`src/rtl/output_uart_tx.sv`:
```
// ---------------------------------------------------------------------------
// output_uart_tx
//   Serial sink for the A09 CPU output register. Every value the CPU writes
//   is queued in a small FIFO and sent as two 8N1 UART frames, high byte
//   first. The CPU is never stalled; words arriving at a full FIFO are
//   dropped and reported through a sticky flag.
//
// Ports
//   Clk       system clock (shared with the CPU)
//   Reset     synchronous, active-high reset
//   Load      CPU Output_Ld strobe (one cycle)
//   DIn       CPU OutReg value, valid the cycle after Load
//   Tx        UART serial line, idles high, driven from a flop
//   Busy      FIFO non-empty, frame in flight, or capture pending
//   Empty     FIFO holds no entries
//   Full      FIFO holds 2^FifoDepthLog2 entries
//   Overflow  sticky drop indicator, cleared only by Reset
// ---------------------------------------------------------------------------
module output_uart_tx #(
  parameter int DataWidth     = 16,
  parameter int ClkPerBit     = 104,
  parameter int FifoDepthLog2 = 2
) (
  input  logic                 Clk,
  input  logic                 Reset,
  input  logic                 Load,
  input  logic [DataWidth-1:0] DIn,
  output logic                 Tx,
  output logic                 Busy,
  output logic                 Empty,
  output logic                 Full,
  output logic                 Overflow
);

  localparam int Depth = 1 << FifoDepthLog2;
  localparam int BaudW = (ClkPerBit > 1) ? $clog2(ClkPerBit) : 1;

  localparam logic [BaudW-1:0]         BaudLast = BaudW'(ClkPerBit - 1);
  localparam logic [BaudW-1:0]         BaudOne  = BaudW'(1);
  localparam logic [FifoDepthLog2-1:0] PtrOne   = FifoDepthLog2'(1);
  localparam logic [FifoDepthLog2:0]   CntOne   = (FifoDepthLog2 + 1)'(1);
  localparam logic [FifoDepthLog2:0]   CntFull  = (FifoDepthLog2 + 1)'(Depth);

  typedef enum logic [1:0] {
    StIdle  = 2'd0,
    StStart = 2'd1,
    StData  = 2'd2,
    StStop  = 2'd3
  } state_e;

  // FIFO storage and bookkeeping
  logic [DataWidth-1:0]     mem_q [Depth];
  logic [FifoDepthLog2-1:0] wr_ptr_q;
  logic [FifoDepthLog2-1:0] rd_ptr_q;
  logic [FifoDepthLog2:0]   count_q;
  logic [FifoDepthLog2:0]   count_d;
  logic                     load_q;
  logic                     overflow_q;

  // Transmitter
  state_e                   state_q;
  logic [DataWidth-1:0]     holding_q;
  logic [7:0]               shift_q;
  logic                     byte_sel_q;
  logic [2:0]               bit_cnt_q;
  logic [BaudW-1:0]         baud_q;
  logic                     tx_q;

  logic                     empty_s;
  logic                     full_s;
  logic                     pop_s;
  logic                     push_s;
  logic                     drop_s;
  logic [DataWidth-1:0]     head_s;

  assign empty_s = (count_q == '0);
  assign full_s  = (count_q == CntFull);
  assign head_s  = mem_q[rd_ptr_q];

  // FIFO handshake; a pop in the same cycle makes room for a write at full
  always_comb begin
    pop_s   = (state_q == StIdle) && !empty_s;
    push_s  = load_q && (!full_s || pop_s);
    drop_s  = load_q && full_s && !pop_s;
    count_d = count_q;
    case ({push_s, pop_s})
      2'b10:   count_d = count_q + CntOne;
      2'b01:   count_d = count_q - CntOne;
      default: count_d = count_q;
    endcase
  end

  // FIFO storage array (contents are don't-care while the count is zero)
  always_ff @(posedge Clk) begin
    if (push_s) begin
      mem_q[wr_ptr_q] <= DIn;
    end
  end

  // Load delay, pointers, occupancy and the sticky overflow flag
  always_ff @(posedge Clk) begin
    if (Reset) begin
      load_q     <= 1'b0;
      wr_ptr_q   <= '0;
      rd_ptr_q   <= '0;
      count_q    <= '0;
      overflow_q <= 1'b0;
    end else begin
      // OutReg settles on the edge ending the Load cycle, so capture a cycle late
      load_q  <= Load;
      count_q <= count_d;
      if (push_s) begin
        wr_ptr_q <= wr_ptr_q + PtrOne;
      end
      if (pop_s) begin
        rd_ptr_q <= rd_ptr_q + PtrOne;
      end
      if (drop_s) begin
        overflow_q <= 1'b1;
      end
    end
  end

  // Transmit FSM; tx_q is loaded with the level of the state being entered
  always_ff @(posedge Clk) begin
    if (Reset) begin
      state_q    <= StIdle;
      tx_q       <= 1'b1;
      holding_q  <= '0;
      shift_q    <= 8'h00;
      byte_sel_q <= 1'b0;
      bit_cnt_q  <= 3'd0;
      baud_q     <= '0;
    end else begin
      case (state_q)
        StIdle: begin
          tx_q <= 1'b1;
          if (pop_s) begin
            holding_q  <= head_s;
            shift_q    <= head_s[DataWidth-1 -: 8];
            byte_sel_q <= 1'b0;
            bit_cnt_q  <= 3'd0;
            baud_q     <= '0;
            tx_q       <= 1'b0;
            state_q    <= StStart;
          end
        end
        StStart: begin
          if (baud_q == BaudLast) begin
            baud_q    <= '0;
            bit_cnt_q <= 3'd0;
            tx_q      <= shift_q[0];
            state_q   <= StData;
          end else begin
            baud_q <= baud_q + BaudOne;
          end
        end
        StData: begin
          if (baud_q == BaudLast) begin
            baud_q <= '0;
            if (bit_cnt_q == 3'd7) begin
              tx_q    <= 1'b1;
              state_q <= StStop;
            end else begin
              // Present the next bit now so the line is already correct after the shift
              shift_q   <= {1'b0, shift_q[7:1]};
              bit_cnt_q <= bit_cnt_q + 3'd1;
              tx_q      <= shift_q[1];
            end
          end else begin
            baud_q <= baud_q + BaudOne;
          end
        end
        StStop: begin
          if (baud_q == BaudLast) begin
            baud_q <= '0;
            if (!byte_sel_q) begin
              byte_sel_q <= 1'b1;
              shift_q    <= holding_q[7:0];
              tx_q       <= 1'b0;
              state_q    <= StStart;
            end else begin
              tx_q    <= 1'b1;
              state_q <= StIdle;
            end
          end else begin
            baud_q <= baud_q + BaudOne;
          end
        end
        default: begin
          tx_q    <= 1'b1;
          state_q <= StIdle;
        end
      endcase
    end
  end

  assign Tx       = tx_q;
  assign Empty    = empty_s;
  assign Full     = full_s;
  assign Overflow = overflow_q;
  assign Busy     = (state_q != StIdle) | ~empty_s | load_q;

endmodule

```
`config.mk`:
```
export PLATFORM = sky130hd
export DESIGN_NAME = output_uart_tx
export DESIGN_NICKNAME = d
export VERILOG_FILES = /design/src/rtl/output_uart_tx.sv
export SDC_FILE = /design/constraint.sdc
export NUM_CORES = 1
export LEC_CHECK = 0
export BUFFER_PORTS_ARGS = -buffer_cell sky130_fd_sc_hd__buf_2
export CAP_MARGIN = 10
export CORE_MARGIN = 2
export CORE_UTILIZATION = 63
export CTS_BUF_LIST = sky130_fd_sc_hd__clkbuf_4
export DETAILED_ROUTE_END_ITERATION = 10
export GPL_ROUTABILITY_DRIVEN = 0
export PLACE_DENSITY = 0.82
export SYNTH_ARGS = -nofsm -noshare
export SYNTH_HDL_FRONTEND = slang
export SYNTH_SLANG_ARGS = --single-unit
```
`constraint.sdc`:
```
create_clock -name Clk -period 2.9 [get_ports Clk]
set_input_delay 0.58 -clock Clk [delete_from_list [all_inputs] [get_ports Clk]]
set_output_delay 0.58 -clock Clk [all_outputs]
set_load 0.005 [all_outputs]
```
Yosys cells after proc, flatten, opt, wreduce, memory -nomap -nowiden
Memory sizes are Yosys's and may differ from the RTL's. A register that Yosys moved wholly into a read port is not among the register bits.
Index checks and enable logic that the tools add are counted.
{ "totals": {"regBits": 39, "mem_bits_rw": 64, "in_bits": 19, "out_inout_bits": 5, "wordCells": 95, "memories": 1} }
{ "op_classes": {"add_sub_neg": 6, "eq_ne": 15, "n_mux": 36, "bitwise_logic": 3, "n_reduce_logical": 22} }
{ "mem_list": {"columns": ["name", "depth", "width", "rd", "rd_ports_with_merged_regs", "write_ports", "line", "text"], "rows": [
  ["mem_q", 4, 16, 1, 1, 1, "52", "logic [DataWidth-1:0] mem_q [Depth];"]
]} }
{ "ops": {"columns": ["cell", "count"], "rows": [
  ["8-bit 2-to-1 mux", 5],
  ["8-bit one-hot mux with 3 select lines", 1],
  ["2-bit 2-to-1 mux", 7],
  ["7-bit 2-to-1 mux", 2],
  ["2-bit != test (second input constant)", 7],
  ["7-bit one-hot mux with 2 select lines", 1],
  ["3-bit 2-to-1 mux", 4],
  ["1-bit 2-to-1 mux", 11],
  ["5-bit AND reduction", 2],
  ["3-bit one-hot mux with 3 select lines", 1],
  ["2-bit one-hot mux with 4 select lines", 1],
  ["7-bit by 1-bit adder with 7-bit output (second input constant)", 1],
  ["7-bit equality test (second input constant)", 1],
  ["3-bit by 1-bit adder with 3-bit output (second input constant)", 2],
  ["2-bit equality test (second input constant)", 3],
  ["3-bit equality test (second input constant)", 2],
  ["3-bit one-hot mux with 2 select lines", 1],
  ["3-bit AND reduction", 2],
  ["6-bit AND reduction", 1],
  ["2-bit nonzero test", 3],
  ["3-bit nonzero test", 2],
  ["2-bit by 1-bit adder with 2-bit output (second input constant)", 2],
  ["2-bit by 1-bit equality test with 1-bit output (second input constant)", 2],
  ["1-bit logical AND", 4],
  ["11 further kinds", 14]
]} }

Depth between registers and ports, before layout
Gate-level depths: netlist of run 1.
{ "depth": {"depth_word": 7, "depth_mapped": 9, "depth_no_buf": 8} }

Least setup slack after synthesis of run 1
OpenSTA, ideal clock, no wires.
{ "synth_timing": {"path_kind": "reg2reg", "start": "reg state_q[0]", "end": "reg count_q[2]", "setup_ps": 128, "arrival_ps": 1915, "required_ps": 2772, "setup_slack_ps": 857, "path_stages_with_launch": 10, "n_path_buf": 1, "synth_period_minus_slack_ps": 2043, "path_cell_list": "dfxtp_1 > inv_1 > ha_1 > buf_2 > o31a_1 > nand2b_1 > fa_1 > nor4b_1 > o21ai_0 > nor3b_1"} }
{ "synth_between": {"elab_chain_len": 6, "word_cells_on_any_way": 8, "cone_classes": "2 x eq/ne; 1 x mux; 5 x reduce/logical"} }
{ "synth_lines": {"columns": ["element", "line", "text"], "rows": [
  ["start: declaration", "61", "state_e state_q;"],
  ["start signal: assignment", "127", "state_q <= StIdle;"],
  ["start signal: assignment", "145", "state_q <= StStart;"],
  ["start signal: assignment", "153", "state_q <= StData;"],
  ["2-bit logical NOT *", "82", "pop_s = (state_q == StIdle) && !empty_s;"],
  ["1-bit logical AND *", "82", null],
  ["1-bit logical OR", "83", "push_s = load_q && (!full_s || pop_s);"],
  ["1-bit logical AND", "83", null],
  ["2-bit by 1-bit equality test with 1-bit output or 2-bit equality test (tied branches)", "86", "case ({push_s, pop_s})"],
  ["3-bit one-hot mux with 2 select lines or 2-bit nonzero test (tied branches)", null, null],
  ["end signal: assignment", "111", "count_q <= count_d;"],
  ["end: declaration", "55", "logic [FifoDepthLog2:0] count_q;"]
]} }
Mark *: on every way between the ends. The rest lies on a longest branch, timed or not.
A chain may end at the register's enable or synchronous reset.

Worst setup path in the final report of run 1
{ "layout_timing": {"start": "reg state_q[0]", "end": "out Busy"} }
{ "layout_between": {"elab_chain_len": 3} }
{ "layout_lines": {"columns": ["element", "line", "text"], "rows": [
  ["2-bit nonzero test", "202", "assign Busy = (state_q != StIdle) | ~empty_s | load_q;"],
  ["1-bit OR (2 in series)", "202", null],
  ["end: declaration", "29", "output logic Busy,"]
]} }
No other way between the ends.

==> flow_summary.yaml, run 1 <==
placed_design:
  port_buffers: 23
  dp_hpwl_um: 5060
hold_path:
  worst_hold_path_type: "input port to register"
final_layout:
  final_util: 0.707
  syn_to_final_growth_pct: 7.30
  drive_gt1_frac: 0.180
  antenna_cells: 0
  nets: 399
yosys:
  synth_area_per_cell_sq_um: 13.0
  yosys-top-cells-area: "edfxtp_1 42%, dfxtp_1 18%, mux2i_1 4.9%"
  synthSimpleGateAreaFrac: 0.114
  synth_ff_type: "edfxtp_1"
  yosysSeqAreaShare: 0.606
  ys_warn_count: 0
  synth_fa_ha_area_frac: 0.0376
  yosys.area_share.xor_xnor: 0.0155
  synth_seq_cells: 105
  netlist_instances: 348
  synth_edf_count: 64
  synth_compound_area_frac: 0.0960
  synth_cell_types: 55
  yosysTopAreaCellShare: 0.425
  yosysTopAreaCell: "edfxtp_1"
  synth_top_family_by_area: "simple AND/OR/NAND/NOR gates"
  netlist_area_sq_mm: 0.00452
  synthArstFlopShare: 0
  syn-num-nets: 380
  synth_mux_area_frac: 0.102
power:
  p_int_uw: 2660
  netSwitchingFraction: 0.362
  p_leak_uw: 0.00170
  pwr-share-comb: 0.370
  pwr-share-clk: 0.171
  pwr-share-seq: 0.459
  power_density_mw_per_mm2: 857
  vdd_ir_drop_max_uv: 518
  switchingPower_uw: 1500
global_route:
  grt_pass1_vias: 2616
  grt_max_degree: 46
  grt_pass1_wl_um: 12700
  antenna_found_initial: 0
  grt_usage: 0.217
  grt_overflow_total: 0
timing:
  fin_skew_ns: 0.0219
  fin_setup_tns_ns: 0
  max_clock_freq_mhz: 395
  slew_violations: 0
  tightest_slew_ns: 0.760
  slew_headroom: 0.493
  period_share: 0.874
  final-setup-viol-count: 0
  rsz0062_at_grt: "false"
  hold_violations: 0
  min_period_ns: 2.53
drt:
  num_vias: 2683
  wire_per_inst_um: 16.2
  wl_um: 7600
  drtIter0Drc: 183
  ant_nets: 0
  drc: 0
  via_per_inst: 5.73
  firstDrtPassIters: 4
cts:
  insertion_delay_ns: 0.46
  numCtsBuffers: 9
  cts_sinks: 105
  path_clk_slew_ns: 0.17
  post_cts_buffers: 0
  htreeDepth: 3
  postCtsHoldBufs: 0
  tritoncts: "yes"
  cts_resized: 0
  cts-root-buf: "clkbuf_4"
  clock_path_buffers: 2
setup_path:
  criticalPathCategory: "register to primary output"
  path_max_fanout: 8
  cp_data_arrival_time_ns: 1.95
  critical_path_required_ns: 2.32
  slowest_delay_ns: 0.44
  startpoint_type: "register"
  crit_chain: "inv_1, ha_1, buf_4, nor4b_2, nand2b_1, buf_2"
  endpoint_kind: "primary output"
  crit_path_top_delay_cell: "nor4b_2"
floorplanning:
  io_pins: 24
  die_area_sq_mm: 0.00788
  coreArea_sq_mm: 0.00687
  die_w_um: 88.7
  initial_core_util: 0.659
  placementRows: 30
  die_h_um: 88.7
outcome:
  outcome: "completed"
run:
  drv_cap: 0
==> metrics by stage <==
step | setup WS [ns] | std cells | total power [uW] | cell area (sq um) | hold WS [ns]
after floorplan | 0.857 | 348 | 3140 | 4520 | 0.437
after global placement | 0.612 | 452 | 3440 | 4720 | 0.449
after detailed placement | 0.490 | 452 | 3480 | 4720 | 0.455
after CTS | 0.315 | 468 | 4190 | 4850 | 0.284
after global routing | 0.141 | 468 | 4430 | 4850 | 0.282
final | 0.366 | 468 | 4160 | 4850 | 0.313
==> power by group through the flow <==
stage	registers, uW	clock network [uW]	logic, uW
2_1_floorplan	1860	0	1290
3_3_place_gp	1940	0	1510
3_5_place_dp	1950	0	1540
4_1_cts	1910	731	1550
5_1_grt	1940	785	1710
6_report	1910	713	1540
==> critical path: cells and delay by family (launching register included) <==
| kind | cells | cell delay (ns) |
|---|---|---|
| AND/OR/NAND/NOR | 2 | 0.53 |
| buffers and inverters | 3 | 0.43 |
| flip-flops | 1 | 0.38 |
| adder cells (fa/ha/maj) | 1 | 0.18 |
==> cells by family after synthesis <==
group | count (synthesis)
compound gates | 64
xor+xnor | 8
fa+ha+maj | 13
buf+inv | 30
flops | 105
mux | 34
simple gates | 94
==> state kept, by name (all words and copies together) (netlist names), named ones only <==
name	cells
holding_q	8
Tx	1
rd_ptr_q	2
byte_sel_q	1
baud_q	7
bit_cnt_q	3
load_q	1
Overflow	1
wr_ptr_q	2
shift_q	8
count_q	3
state_q	2
mem_q	64
==> layout make-up <==
class / count / area [sq um]
clock buffers: 10 / 75.1
clock inverters: 6 / 62.6
fillers: 467 / 2010
inverters: 6 / 22.5
multi-input cells: 213 / 1650
flip-flops and latches: 105 / 2740
well taps: 96 / 120
repair buffers: 32 / 183
==> layout by cell type (no fill, tap or decap), drive strengths merged, types with 3 or more instances in the layout <==
master and n:
o31ai 3, nor2b 5, nor2 29, xor2 3
buf 32, clkbuf 10, o21ai 14, o21bai 8
and2 4, a21oi 17, nand2b 9, nor3b 3
nor3 4, ha 12, inv 8, clkinv 4
nor4b 5, edfxtp 64, dfxtp 41, xnor2 5
nand2 23, nand4 4, mux2 3, a22oi 8
mux4 9, mux2i 22
==> metal layers <==
metal  global-route usage  wire length, um  up-vias
met5                    0                0        -
met4               0.0579               97        0
met3               0.0569              266        8
met2                0.358             3830       56
met1                0.289             3420     1299
li1                     -                -     1320
==> synthesized netlist by cell type (all sizes together) (5+ instances only) <==
cell	number
a21oi	17
a22oi	8
buf	10
clkbuf	14
dfxtp	41
edfxtp	64
ha	12
inv	6
mux2i	22
mux4	9
nand2	23
nand2b	9
nor2	29
nor2b	5
nor4b	5
o21ai	14
o21bai	8
xnor2	5
==> worst paths after layout <==
kind | startpoint | to | slack (ns) | cells past startpoint
worst max-delay path | state_q[0]$_SDFFE_PP0P_ | Busy | 0.37 | 6
worst min-delay path | DIn[6] | mem_q[0][6]$_DFFE_PP_ | 0.31 | 1
worst max register to register | state_q[0]$_SDFFE_PP0P_ | count_q[2]$_SDFFE_PP0P_ | 0.50 | 8
worst min register to register | holding_q[1]$_SDFFE_PP0P_ | holding_q[1]$_SDFFE_PP0P_ | 0.48 | 2
(Power assumes the default switching activity.)
==> run 2, diff against run 1 <==
--- a/config.mk
+++ b/config.mk
@@ -5,6 +5,7 @@
 export SDC_FILE = /design/constraint.sdc
 export NUM_CORES = 1
 export LEC_CHECK = 0
+export ABC_AREA = 1
 export BUFFER_PORTS_ARGS = -buffer_cell sky130_fd_sc_hd__buf_2
 export CAP_MARGIN = 10
 export CORE_MARGIN = 2
==> flow_summary.yaml, run 2 <==
yosys:
  synth_cell_types: 32
  yosysSeqAreaShare: 0.601
  synth_area_per_cell_sq_um: 9.24
  yosysTopAreaCellShare: 0.421
  yosys-top-cells-area: "edfxtp_1 42%, dfxtp_1 18%, nand2_1 10%"
  netlist_area_sq_mm: 0.00457
  synthArstFlopShare: 0
  synth_ff_type: "edfxtp_1"
  syn-num-nets: 526
  yosysTopAreaCell: "edfxtp_1"
  synth_seq_cells: 105
  synth_edf_count: 64
  ys_warn_count: 0
  netlist_instances: 494
  synth_common_cells: "123 x nand2_1, 70 x nor2_1, 64 x edfxtp_1"
  synth_most_common_cell: "nand2_1"
final_layout:
  final_cells: 621
  antenna_cells: 0
  final_cell_mix: "123 x nand2_1, 70 x nor2_1, 64 x edfxtp_1, 44 x inv_1, 41 x dfxtp_1"
  final_common_cell: "nand2_1"
  largest_reg_flops: 64
  syn_to_final_growth_pct: 7.65
  fillCellCount: 566
  drive_gt1_frac: 0.121
  reg_top3: "mem_q x64, holding_q x8, shift_q x8"
  nets: 549
  top_register: "mem_q"
drt:
  drc: 0
  wl_um: 8470
  drtIter0Drc: 195
  firstDrtPassIters: 4
  ant_nets: 0
  num_vias: 3260
  via_per_inst: 5.25
  wire_per_inst_um: 13.6
floorplanning:
  io_pins: 24
  coreArea_sq_mm: 0.00714
  die_h_um: 89.1
  initial_core_util: 0.640
  die_area_sq_mm: 0.00794
  die_w_um: 89.1
  placementRows: 31
global_route:
  grt_overflow_total: 0
  grt_usage: 0.232
  grt_pass1_wl_um: 13800
  grt_pass1_vias: 3072
  antenna_found_initial: 0
  grt_max_degree: 33
setup_path:
  worstReg2RegEnd: "shift_q[0]$_SDFFE_PP0P_"
  cp_data_arrival_time_ns: 1.74
  endpoint_kind: "primary output"
  criticalPathCategory: "register to primary output"
  worstReg2RegStart: "state_q[0]$_SDFFE_PP0P_"
  reg2reg_slack_ns: 0.77
  startpoint_type: "register"
  ff2ff_path_depth: 9
  endpoint: "Busy"
  path_max_fanout: 5
  startpoint: "state_q[0]$_SDFFE_PP0P_"
  critical_path_required_ns: 2.32
run:
  drv_cap: 0
timing:
  min_period_ns: 2.32
  rsz0062_at_grt: "false"
  max_clock_freq_mhz: 432
  final-setup-viol-count: 0
  tightest_slew_ns: 0.924
  fin_skew_ns: 0.0124
  fin_setup_tns_ns: 0
  slew_headroom: 0.383
  period_share: 0.798
  hold_violations: 0
  slew_violations: 0
placed_design:
  dp_hpwl_um: 5510
  port_buffers: 23
  dp.cells: 605
cts:
  insertion_delay_ns: 0.44
  cts_resized: 0
  tritoncts: "yes"
  postCtsHoldBufs: 0
  path_clk_slew_ns: 0.15
  clock_path_buffers: 2
  numCtsBuffers: 9
  cts_sinks: 105
  cts-root-buf: "clkbuf_4"
  htreeDepth: 3
  post_cts_buffers: 0
hold_path:
  worst_hold_path_type: "input port to register"
power:
  p_leak_uw: 0.00202
  vdd_ir_drop_max_uv: 432
  power_density_mw_per_mm2: 855
outcome:
  outcome: "completed"
## run 2: changes by cell type in the layout (fill, tap and decap cells not counted), sizes merged, moves of 9 or more
cell	delta
nand2b	-9
nor2	+45
nand2	+102
nand3	+37
mux2i	-22
inv	+42
o21ai	+17
mux4	-9
## run 2: logic make-up after synthesis
family | after synthesis | share of synthesized area
compound gates | 61 | 0.0729
xor+xnor | 4 | 0.00767
fa+ha+maj | 13 | 0.0373
buf+inv | 68 | 0.0606
flops | 105 | 0.601
simple gates | 243 | 0.221
## run 2: layout make-up
class	count	area [sq um]	area share
clock buffer	10	75.1	0.0153
clock inverter	6	67.6	0.0137
inverter	49	184	0.0374
multi-input combinational	321	1550	0.315
sequential	105	2740	0.558
tap	99	124	0.0252
timing repair buffer	31	175	0.0356
## run 2: worst min path at each step
stage	start	end	slack (ns)	cells past startpoint
global placement	rd_ptr_q[1]$_SDFFE_PP0P_	register	0.45	2
detailed placement	Overflow$_SDFFE_PP0P_	Overflow$_SDFFE_PP0P_	0.46	1
CTS	DIn[13]	mem_q[1][13]$_DFFE_PP_	0.33	1
global route	DIn[12]	mem_q[3][12]$_DFFE_PP_	0.32	1
floorplan	rd_ptr_q[1]$_SDFFE_PP0P_	register	0.44	2
finish	Load	load_q$_SDFF_PP0_	0.34	3
## run 2: per-layer routing
layer,vias to the layer above,share of wire,track usage
met3,13,0.047,0.0397
met5,-,0,0
met2,84,0.50,0.401
met1,1504,0.43,0.284
met4,0,0.020,0.106
li1,1659,-,-
## run 2: metrics by stage
| stage | power [uW] | hold WS, ns | cell area (sq um) | setup slack, ns | util |
|---|---|---|---|---|---|
| detailed placement | 3490 | 0.456 | 4770 | 0.830 | 0.669 |
| floorplan | 3150 | 0.436 | 4570 | 0.863 | - |
| finish | 4200 | 0.338 | 4910 | 0.585 | 0.689 |
| CTS | 4220 | 0.327 | 4910 | 0.585 | 0.689 |
| global route | 4520 | 0.322 | 4910 | 0.483 | 0.689 |
| global placement | 3410 | 0.447 | 4770 | 0.979 | 0.669 |
## run 2: report_power, final
group,switching (uW),total [uW],internal [uW]
Clock,466,743,276
Combinational,1060,1590,525
Sequential,97.9,1870,1770
Total,1630,4200,2580
## run 2: critical path, cell delays in order, from the launching register on
cell	delay [ns]
dfxtp_1	0.38
inv_1	0.14
ha_1	0.24
inv_2	0.09
nor2_2	0.25
nand2_1	0.07
buf_2	0.13
